--- src/rtl/regfile_wb_arbiter.sv ---
// rtl/regfile_wb_arbiter.sv - round-robin write-back arbiter and busy scoreboard for the register file
module regfile_wb_arbiter #(
  parameter int NREQ = 3,
  parameter int DW   = 32,
  parameter int AW   = 5
) (
  input  logic              clk,
  input  logic              rst_n,
  input  logic [NREQ-1:0]   req_valid,
  input  logic [NREQ*AW-1:0] req_addr,
  input  logic [NREQ*DW-1:0] req_data,
  output logic [NREQ-1:0]   req_ready,
  input  logic              rsv_valid,
  input  logic [AW-1:0]     rsv_addr,
  output logic [AW-1:0]     Aw,
  output logic [DW-1:0]     Dw,
  output logic              WrEn,
  output logic [31:0]       busy,
  output logic              conflict
);

  localparam int LW = $clog2(NREQ);

  logic [LW-1:0] last;
  logic [LW-1:0] idx;
  logic [LW-1:0] sel_idx;
  logic          sel_found;
  logic [AW-1:0] sel_addr;
  logic [DW-1:0] sel_data;
  logic [31:0]   busy_next;
  logic          rsv_hit;

  // Scan starts just past the last winner, so grant never depends on ready itself.
  always_comb begin
    req_ready = '0;
    sel_found = 1'b0;
    sel_idx   = '0;
    idx       = '0;
    for (int k = 1; k <= NREQ; k++) begin
      idx = LW'((int'(last) + k) % NREQ);
      if (!sel_found && req_valid[idx]) begin
        sel_found      = 1'b1;
        sel_idx        = idx;
        req_ready[idx] = 1'b1;
      end
    end
  end

  assign sel_addr = req_addr[int'(sel_idx)*AW +: AW];
  assign sel_data = req_data[int'(sel_idx)*DW +: DW];
  assign rsv_hit  = rsv_valid && (rsv_addr != '0);

  // A reservation landing on the committing write's register belongs to a newer producer.
  always_comb begin
    busy_next = busy;
    if (WrEn)
      busy_next[Aw] = 1'b0;
    if (rsv_hit)
      busy_next[rsv_addr] = 1'b1;
    busy_next[0] = 1'b0;
  end

  always_ff @(posedge clk or negedge rst_n) begin
    if (!rst_n) begin
      last     <= LW'(NREQ - 1);
      Aw       <= '0;
      Dw       <= '0;
      WrEn     <= 1'b0;
      busy     <= '0;
      conflict <= 1'b0;
    end else begin
      if (sel_found) begin
        last <= sel_idx;
        Aw   <= sel_addr;
        Dw   <= sel_data;
        WrEn <= (sel_addr != '0);
      end else begin
        WrEn <= 1'b0;
      end
      busy     <= busy_next;
      conflict <= rsv_hit && busy[rsv_addr] && !(WrEn && (Aw == rsv_addr));
    end
  end

endmodule
--- config.mk ---
export PLATFORM = sky130hd
export DESIGN_NAME = regfile_wb_arbiter
export DESIGN_NICKNAME = d
export VERILOG_FILES = /design/src/rtl/regfile_wb_arbiter.sv
export SDC_FILE = /design/constraint.sdc
export NUM_CORES = 1
export LEC_CHECK = 0
export CORE_MARGIN = 2
export CORE_UTILIZATION = 37
export CTS_BUF_LIST = sky130_fd_sc_hd__clkbuf_16
export CTS_CLUSTER_SIZE = 30
export DETAILED_ROUTE_END_ITERATION = 12
export GPL_TIMING_DRIVEN = 0
export PLACE_DENSITY = 0.83
export SLEW_MARGIN = 20
export SYNTH_ARGS = -nofsm -noshare
export SYNTH_HDL_FRONTEND = slang
export SYNTH_SLANG_ARGS = --single-unit
--- constraint.sdc ---
create_clock -name clk -period 2.36 [get_ports clk]
set_input_delay 0.354 -clock clk [delete_from_list [all_inputs] [get_ports clk]]
set_output_delay 0.354 -clock clk [all_outputs]
set_load 0.05 [all_outputs]
---- After elaboration in Yosys (flattened, before gate mapping) ----
Index checks and enable logic that the tools add are counted.
Widths: inputs -> output; s select.
operators by class
  add/subtract/negate cells ............... 3
  multiply operators ...................... 1
  divide/modulo/power cells ............... 3
  magnitude comparators ................... 10
  equality and inequality tests ........... 1
  shift-type cells ........................ 2
  muxes and demuxes ....................... 30
  bitwise logic cells ..................... 5
  reduce and logical (&&, ||, !) cells .... 16
operator list
  cell                   number
  $mod 32x3->32 const B  3
  $shiftx 96x8->32       1
  $mux 32                2
  $and 32x32->32         1
  $not 32->32            1
  $or 32x32->32          1
  $shiftx 15x6->5        1
  $mux 1                 13
  $lt 5x6->1 const B     2
  $logic_and 1x1->1      11
  $demux 1 s5            2
  $ge 5x1->1 const B     2
  $reduce_bool 5->1      2
  $lt 2x3->1 const B     3
  $mux 3                 3
  $add 2x2->3 const B    2
  $bmux 1 s2             3
  $demux 1 s2            3
  $ge 2x1->1 const B     3
  $mux 2                 3
  $or 3x3->3             2
  $bmux 1 s5             1
  $eq 5x5->1             1
  $mul 2x3->5 const B    1
  2 further kinds        4
word-level totals
  bits in registers ....................... 72
  input bits .............................. 122
  output and inout bits ................... 74
  word-level logic and storage cells ...... 77

---- Logic depth before layout (Yosys ltp) ----
Gate-level depths: netlist of the first run.
  depth in word-level cells ............... 15
  mapped depth ............................ 11
  gate-level depth less buffers ........... 8

---- Least setup slack after synthesis of the first run ----
Ideal clock, no wire load.
  path kind ............................... register to output
  start ................................... register last[1]
  end ..................................... output req_ready[2]
  arrival ................................. 2.549 ns
  required time ........................... 2.006 ns
  slack ................................... -0.543 ns
  stages on the path, launching flop included .. 8
  path buffers ............................ 1
  path through ............................ dfstp_2 -> inv_1 -> ha_1 -> buf_4 -> mux2i_1 -> o21ai_1 -> or2_4 -> o21ai_0
on the way
  longest elaborated chain between the ends .. 11
RTL lines
  item                                                                      line    RTL
  from (decl)                                                               24      logic [LW-1:0] last;
  from (signal assigned)                                                    65      last <= LW'(NREQ - 1);
  from (signal assigned)                                                    73      last <= sel_idx;
  $add 2x1->3                                                               40      idx = LW'((int'(last) + k) % NREQ);
  $mod 32x3->32                                                             40
  $lt 2x3->1 (not written as such), or another cell as far along            44      req_ready[idx] = 1'b1;
  $logic_and 1x1->1 (not written as such) / $mux 1 (equally long branches)  44, 41
  $mux 1 (on tied branches)                                                 44, 41
  $demux 1 s2 / $logic_not 1->1 (equally long branches)                     44, 41
  $mux 3 / $logic_and 1x1->1 (equally long branches)                        41      if (!sel_found && req_valid[idx]) begin
  $or 3x3->3 (no source line) / $mux 1 (equally long branches)              n/a
  $mux 3 / $logic_not 1->1 (equally long branches)                          41
  $or 3x3->3 (no source line) / $logic_and 1x1->1 (equally long branches)   n/a
  $mux 3 (*)                                                                41
  to (decl)                                                                 12      output logic [NREQ-1:0] req_ready,
Every way passes the cells marked *; elsewhere a longest branch is shown, timed or not. The select of a mux whose other input is x is not followed.

---- Worst setup path in the final report of the first run ----
  start ................................... register last[1]
  end ..................................... output req_ready[0]
The elaborated chain is that of the path after synthesis.

==> results of run 1 <==
==> routing by layer <==
metal,GRT usage [%],share of wire [%]
met4,8.24,1.8
met3,7.05,9.4
met5,0,0
met2,42.1,51
met1,30.0,37
==> sequential cells by signal, summed over array words and instances (netlist names) <==
signal and flops:
Dw 32, Aw 5, last 2, conflict 1
WrEn 1, busy 31
==> worst max path at each step <==
stage | endpoint | startpoint | slack [ps] | cells past startpoint
final | req_ready[0] | last[1] | -150 | 9
after global routing | req_ready[2] | last[1] | -210 | 9
after CTS | req_ready[0] | last[1] | -160 | 10
after detailed placement | req_ready[2] | req_valid[1] | -680 | 6
after global placement | Dw[18] | rst_n | -1540 | 1
after floorplan | Aw[0] | last[1] | 60 | 11
==> power by group <==
group	switching (W)	total (W)	internal, W
registers	0.000472	0.00237	0.00190
clock network	0.000532	0.00146	0.000927
logic	0.00498	0.00866	0.00368
==> layout by cell type (no fill, tap or decap), types with 3 or more instances in the layout <==
| cell type | synthesis | final |
|---|---|---|
| mux4_2 | 7 | 7 |
| buf_6 | 4 | 11 |
| o21ai_1 | 22 | 21 |
| o22ai_1 | 4 | 4 |
| or2_4 | 1 | 3 |
| buf_4 | 8 | 33 |
| a32oi_1 | 5 | 5 |
| a22oi_1 | 32 | 32 |
| o21ai_0 | 81 | 78 |
| inv_1 | 10 | 9 |
| xor2_1 | 4 | 4 |
| dfrtp_1 | 71 | 71 |
| mux2i_1 | 41 | 35 |
| o21ai_2 | 1 | 5 |
| buf_8 | 0 | 3 |
| clkbuf_16 | 0 | 11 |
| nand3b_1 | 11 | 11 |
| clkdlybuf4s50_1 | 0 | 186 |
| mux2i_4 | 1 | 4 |
| or3b_2 | 5 | 5 |
| clkbuf_1 | 10 | 7 |
| nand2_1 | 10 | 10 |
| buf_12 | 0 | 4 |
| nand3_1 | 5 | 5 |
| buf_2 | 6 | 4 |
| mux2i_2 | 1 | 4 |
| nor2_1 | 11 | 10 |
==> stage by stage <==
| step | TNS, ps | area, sq um | instances | power, W | setup WS, ps |
|---|---|---|---|---|---|
| after floorplan | 0 | 4020 | 387 | 0.00738 | 64.0 |
| after global placement | -121340 | 6090 | 713 | 0.00967 | -1540 |
| after detailed placement | -13910 | 6110 | 714 | 0.00979 | -676 |
| after CTS | -3280 | 6760 | 759 | 0.0119 | -161 |
| after global routing | -6890 | 6910 | 763 | 0.0132 | -213 |
| final | -3460 | 6910 | 763 | 0.0125 | -152 |
==> repair_timing <==
item,4_1_cts,5_1_grt
hold buffers,1,0
endpoints found under the setup margin,43,43
gates resized for setup,47,24
cloned,0,2
hold endpoints to repair,30,0
pin swaps,10,8
buffers inserted,29,5
==> logic make-up after synthesis <==
logic type	after synthesis	share of synthesized area, %
AO/OA/AOI/OAI	157	23.4
flip-flops	72	45.0
AND/OR/NAND/NOR	57	8.15
multiplexers	52	15.6
buffers and inverters	39	5.34
XOR/XNOR	5	1.09
adder cells (fa/ha/maj)	4	1.25
other	1	0.0936
==> worst max-delay path, cell delays in order, from the launching register on <==
cell and delay, ps:
dfstp_2 570, inv_4 50, ha_4 180, mux2i_1 180, nor2_1 80, or2_4 260, and3_4 190, a21oi_4 110
o21ai_2 60, buf_6 150
==> cell type report <==
type                       count  area (sq um)  share of cell area, %
timing repair buffer         226          2240                   32.4
clock buffer                   9           225                   3.26
clock inverter                 7          95.1                   1.38
multi-input combinational    276          2100                   30.4
tap                          136           170                   2.46
sequential                    72          1800                   26.1
buffer                        26           230                   3.33
inverter                      11          46.3                  0.670
==> out/metrics.csv, run 1 <==
metric;value;unit
Final Hold Viols;0;
final worst slack;-152;ps
Seq cells post-synth;72;
CTS Buf Count;9;
H-tree levels;3;
Slew HR;60.8;%
via count;4183;
WL/cell;19.0;um
CP Max Fanout;5;
post-synth cell types;50;
IO buf count;190;
fin crit period;2510;ps
critical path class;register to output port;
clock-pin slew on the worst setup and hold paths;60;ps
Max IR drop VDD;1.03;mV
Final Setup Violations;42;
Synth Warn #;0;
Die ar.;11700;sq um
Pre-antenna DRT Iters;6;
Leak;2.83;nW
FF-to-FF End;Dw[30];
vias per inst;5.48;
Avg Synthesized Cell Area;10.4;sq um
initial DRC count;280;
Hold Crit Class;register to register;
gp weighted congestion;0.919;
Clock Tree Buf Depth;2;
Synth Cell Area;4010;sq um
status;finished, violations left;
Setup Skew;7.68;ps
Final HPWL DP;10700;um
Main synth FF type;dfrtp_1;
worst path required time;2010;ps
Starting Density;38.5;%
Final Slew Violations;0;
Routed WL;14500;um
worst slew pin tran;588;ps
gr usage total;24.7;%
Fill cells;838;
violated checks;negative setup slack;
antenna cells;0;
Sink Count;72;
CTS tree;done;
R2R cell count;11;
area delta synth->final;72.5;%
Max Cap Viol;0;
EDFF count, synth;0;
r2r setup slk;-100;ps
list of most frequent post-synthesis cells;o21ai_0, dfrtp_1, mux2i_1;
hold_sp;Dw[9];
Power Dens Cells;1810;nW/um^2
Data arrival, critical path;2160;ps
ys async rst share;100;%
area of the core;10400;sq um
post-route DRC violation count;0;
Setup crit start kind;register;
synth top area cells;dfrtp_1, mux2i_1, o21ai_0;
# rows;37;
RSZ-0062 raised after global routing;true;
Post-DRT Antenna Nets;0;
vias in the first global route;4215;
largest net degree at the start of global routing;42;
Synth top area share;44.3;%
Final #Nets;748;
Die W;108;um
fin crit share;106;%
Mapped Nets;513;
worst hold path endpoint;Dw[9];
Reg-to-Reg Start;last[1];
count leader, synth;o21ai_0;
Critical Path Sink Type;output port;
WHS;516;ps
initial antenna violation count;0;
first-pass GRT wire length;22100;um
area leader, netlist;dfrtp_1;
Post-Synthesis Cells;387;
register area share after synthesis;45.0;%
WHS Path Cells;2;
clk_lat worst skew;320;ps
Final Util;66.3;%
f_max;398;MHz
layout cells sized above 1;18.3;%
total I/O pin count;196;
die height;108;um
Congestion Overflow GR;0;
root buffer cell;clkbuf_16;
(Power assumes the default switching activity.)
==> inputs of run 2 (changes only) <==
Clock period 2.36 ns to 2.3 ns, I/O delays scaled along.
==> out/metrics.csv, run 2 (synthesis results as in run 1) <==
metric;value;unit;change
R2R cell count;16;;+5
Post-DRT Antenna Nets;0;;unchanged
Crit-path slowest cell;dfstp_2;;
Setup crit start kind;register;;
CP cell instances;inv_2, buf_4, buf_4, buf_4, buf_4, buf_4, buf_4, buf_4, buf_4, buf_4, buf_4, buf_4, buf_4, buf_4, buf_4, a21boi_2;;
Die ar.;11700;sq um;unchanged
Final Hold Viols;0;;unchanged
Reg-to-Reg Start;last[1];;
CTS Buf Count;9;;unchanged
fin crit share;110;%;
f_max;396;MHz;
Final #Nets;753;;+0.67%
Max IR drop VDD;1.08;mV;+4.0%
most frequent cells in the layout;clkdlybuf4s50_1, dfrtp_1, o21ai_0;;
worst path required time;2550;ps;+540 ps
final worst slack;-227;ps;-74.9 ps
Routed WL;14900;um;+2.5%
IO buf count;190;;unchanged
Pre-antenna DRT Iters;7;;+1
Die W;108;um;unchanged
FF-to-FF End;last[1];;
vias in the first global route;4185;;-0.71%
Top delay family on crit path;buffers and inverters;;
initial DRC count;323;;+15%
commonest non-fill, non-tap cell in the layout;clkdlybuf4s50_1;;
gp weighted congestion;0.919;;unchanged
die height;108;um;unchanged
worst slew pin tran;587;ps;-1.35 ps
CTS tree;done;;
Post-DP Area;6110;sq um;unchanged
Final Setup Violations;43;;+2.4%
gr usage total;24.6;%;-0.026 points
slowest cell delay on critical path;550;ps;-20 ps
Bufs and invs on worst path;15;;+13
Final HPWL DP;10700;um;unchanged
H-tree levels;3;;unchanged
fin area;6970;sq um;+0.89%
Power Dens Cells;1860;nW/um^2;+3.1%
Reg with most FFs;Dw;;
setup TNS;-6080;ps;-2620 ps
Data arrival, critical path;2780;ps;+620 ps
placed insts;714;;unchanged
via count;4247;;+1.5%
initial antenna violation count;0;;unchanged
Leak;2.86;nW;+1.2%
CP most frequent cell;buf_4;;
area delta synth->final;74.0;%;
largest net degree at the start of global routing;42;;unchanged
Congestion Overflow GR;0;;unchanged
Sink Count;72;;unchanged
clock-pin slew on the worst setup and hold paths;60;ps;about the same
largest registers;Dw (32), busy (31), Aw (5);;
CP Max Fanout;3;;-2
status;finished, violations left;;
Largest register FFs;32;;unchanged
total I/O pin count;196;;unchanged
layout cells sized above 1;19.0;%;+0.65 points
clk_lat worst skew;330;ps;about the same
Place WS;-718;ps;-42.0 ps
fin crit period;2530;ps;
fin cells;768;;+0.66%
area of the core;10400;sq um;unchanged
critical path class;register to register;;
Clock Tree Buf Depth;2;;unchanged
Hold Crit Class;primary input to asynchronous set/reset pin;;
post-route DRC violation count;0;;unchanged
RSZ-0062 raised after global routing;true;;
r2r setup slk;-230;ps;-130 ps
Slew HR;60.9;%;+0.090 points
Final Slew Violations;0;;unchanged
violated checks;negative setup slack;;
Max Cap Viol;0;;unchanged
antenna cells;0;;unchanged
# rows;37;;unchanged
WL/cell;19.3;um;+1.8%
Starting Density;38.5;%;unchanged
vias per inst;5.53;;+0.87%
Critical Path Sink Type;register;;
first-pass GRT wire length;22100;um;-0.22%
root buffer cell;clkbuf_16;;
Setup Skew;6.56;ps;-1.12 ps
==> run 2: changes by cell type in the layout (fill, tap and decap cells not counted), moves of 2 or more <==
cell / change
buf_12: -2
buf_8: +3
mux2i_1: +2
buf_4: +7
buf_6: -3
mux2i_2: -3
o21ai_0: -8
o21ai_1: +8
==> run 2: through the flow <==
stage | total power (W) | util [%] | hold slack (ps)
2_1_floorplan | 0.00757 | - | 49.4
3_5_place_dp | 0.0100 | 58.6 | 315
5_1_grt | 0.0137 | 66.9 | 540
3_3_place_gp | 0.00992 | 58.5 | 501
6_report | 0.0130 | 66.9 | 519
4_1_cts | 0.0123 | 65.0 | 525
==> run 2: what timing repair did <==
action                                  CTS  global route
gates cloned                              0             4
resized for setup                        49            32
endpoints found under the hold margin    30             0
pin swaps                                10             6
endpoints found under the setup margin   43            43
setup buffers                            29             9
hold buffers                              1             0
==> run 2: metal layers <==
metal / track usage [%] / part of all wire (%)
met5: 0 / 0
met4: 7.88 / 1.6
met3: 6.87 / 9.1
met2: 42.5 / 52
met1: 29.9 / 38
==> run 2: final cells by class <==
class,count,area [sq um]
Timing Repair Buffer,234,2330
Multi-Input combinational cell,276,2120
Tap cell,136,170
Inverter,11,43.8
Fill cell,826,3440
Clock buffer,9,225
Buffer,23,185
Sequential cell,72,1800
Clock inverter,7,95.1
==> run 2: how the worst max path moves through the flow <==
stage / from / endpoint / slack, ps / cells past startpoint
finish: last[1] / last[1] / -230 / 16
global route: last[1] / last[1] / -300 / 16
CTS: last[1] / req_ready[0] / -210 / 10
detailed placement: req_valid[1] / req_ready[2] / -720 / 6
global placement: rst_n / Dw[18] / -1590 / 1
floorplan: last[1] / Aw[0] / 4 / 11
==> run 2: power breakdown <==
group	switching, W	internal, W	total, W
clock	0.000550	0.000952	0.00150
combinational	0.00520	0.00385	0.00905
sequential	0.000486	0.00195	0.00244
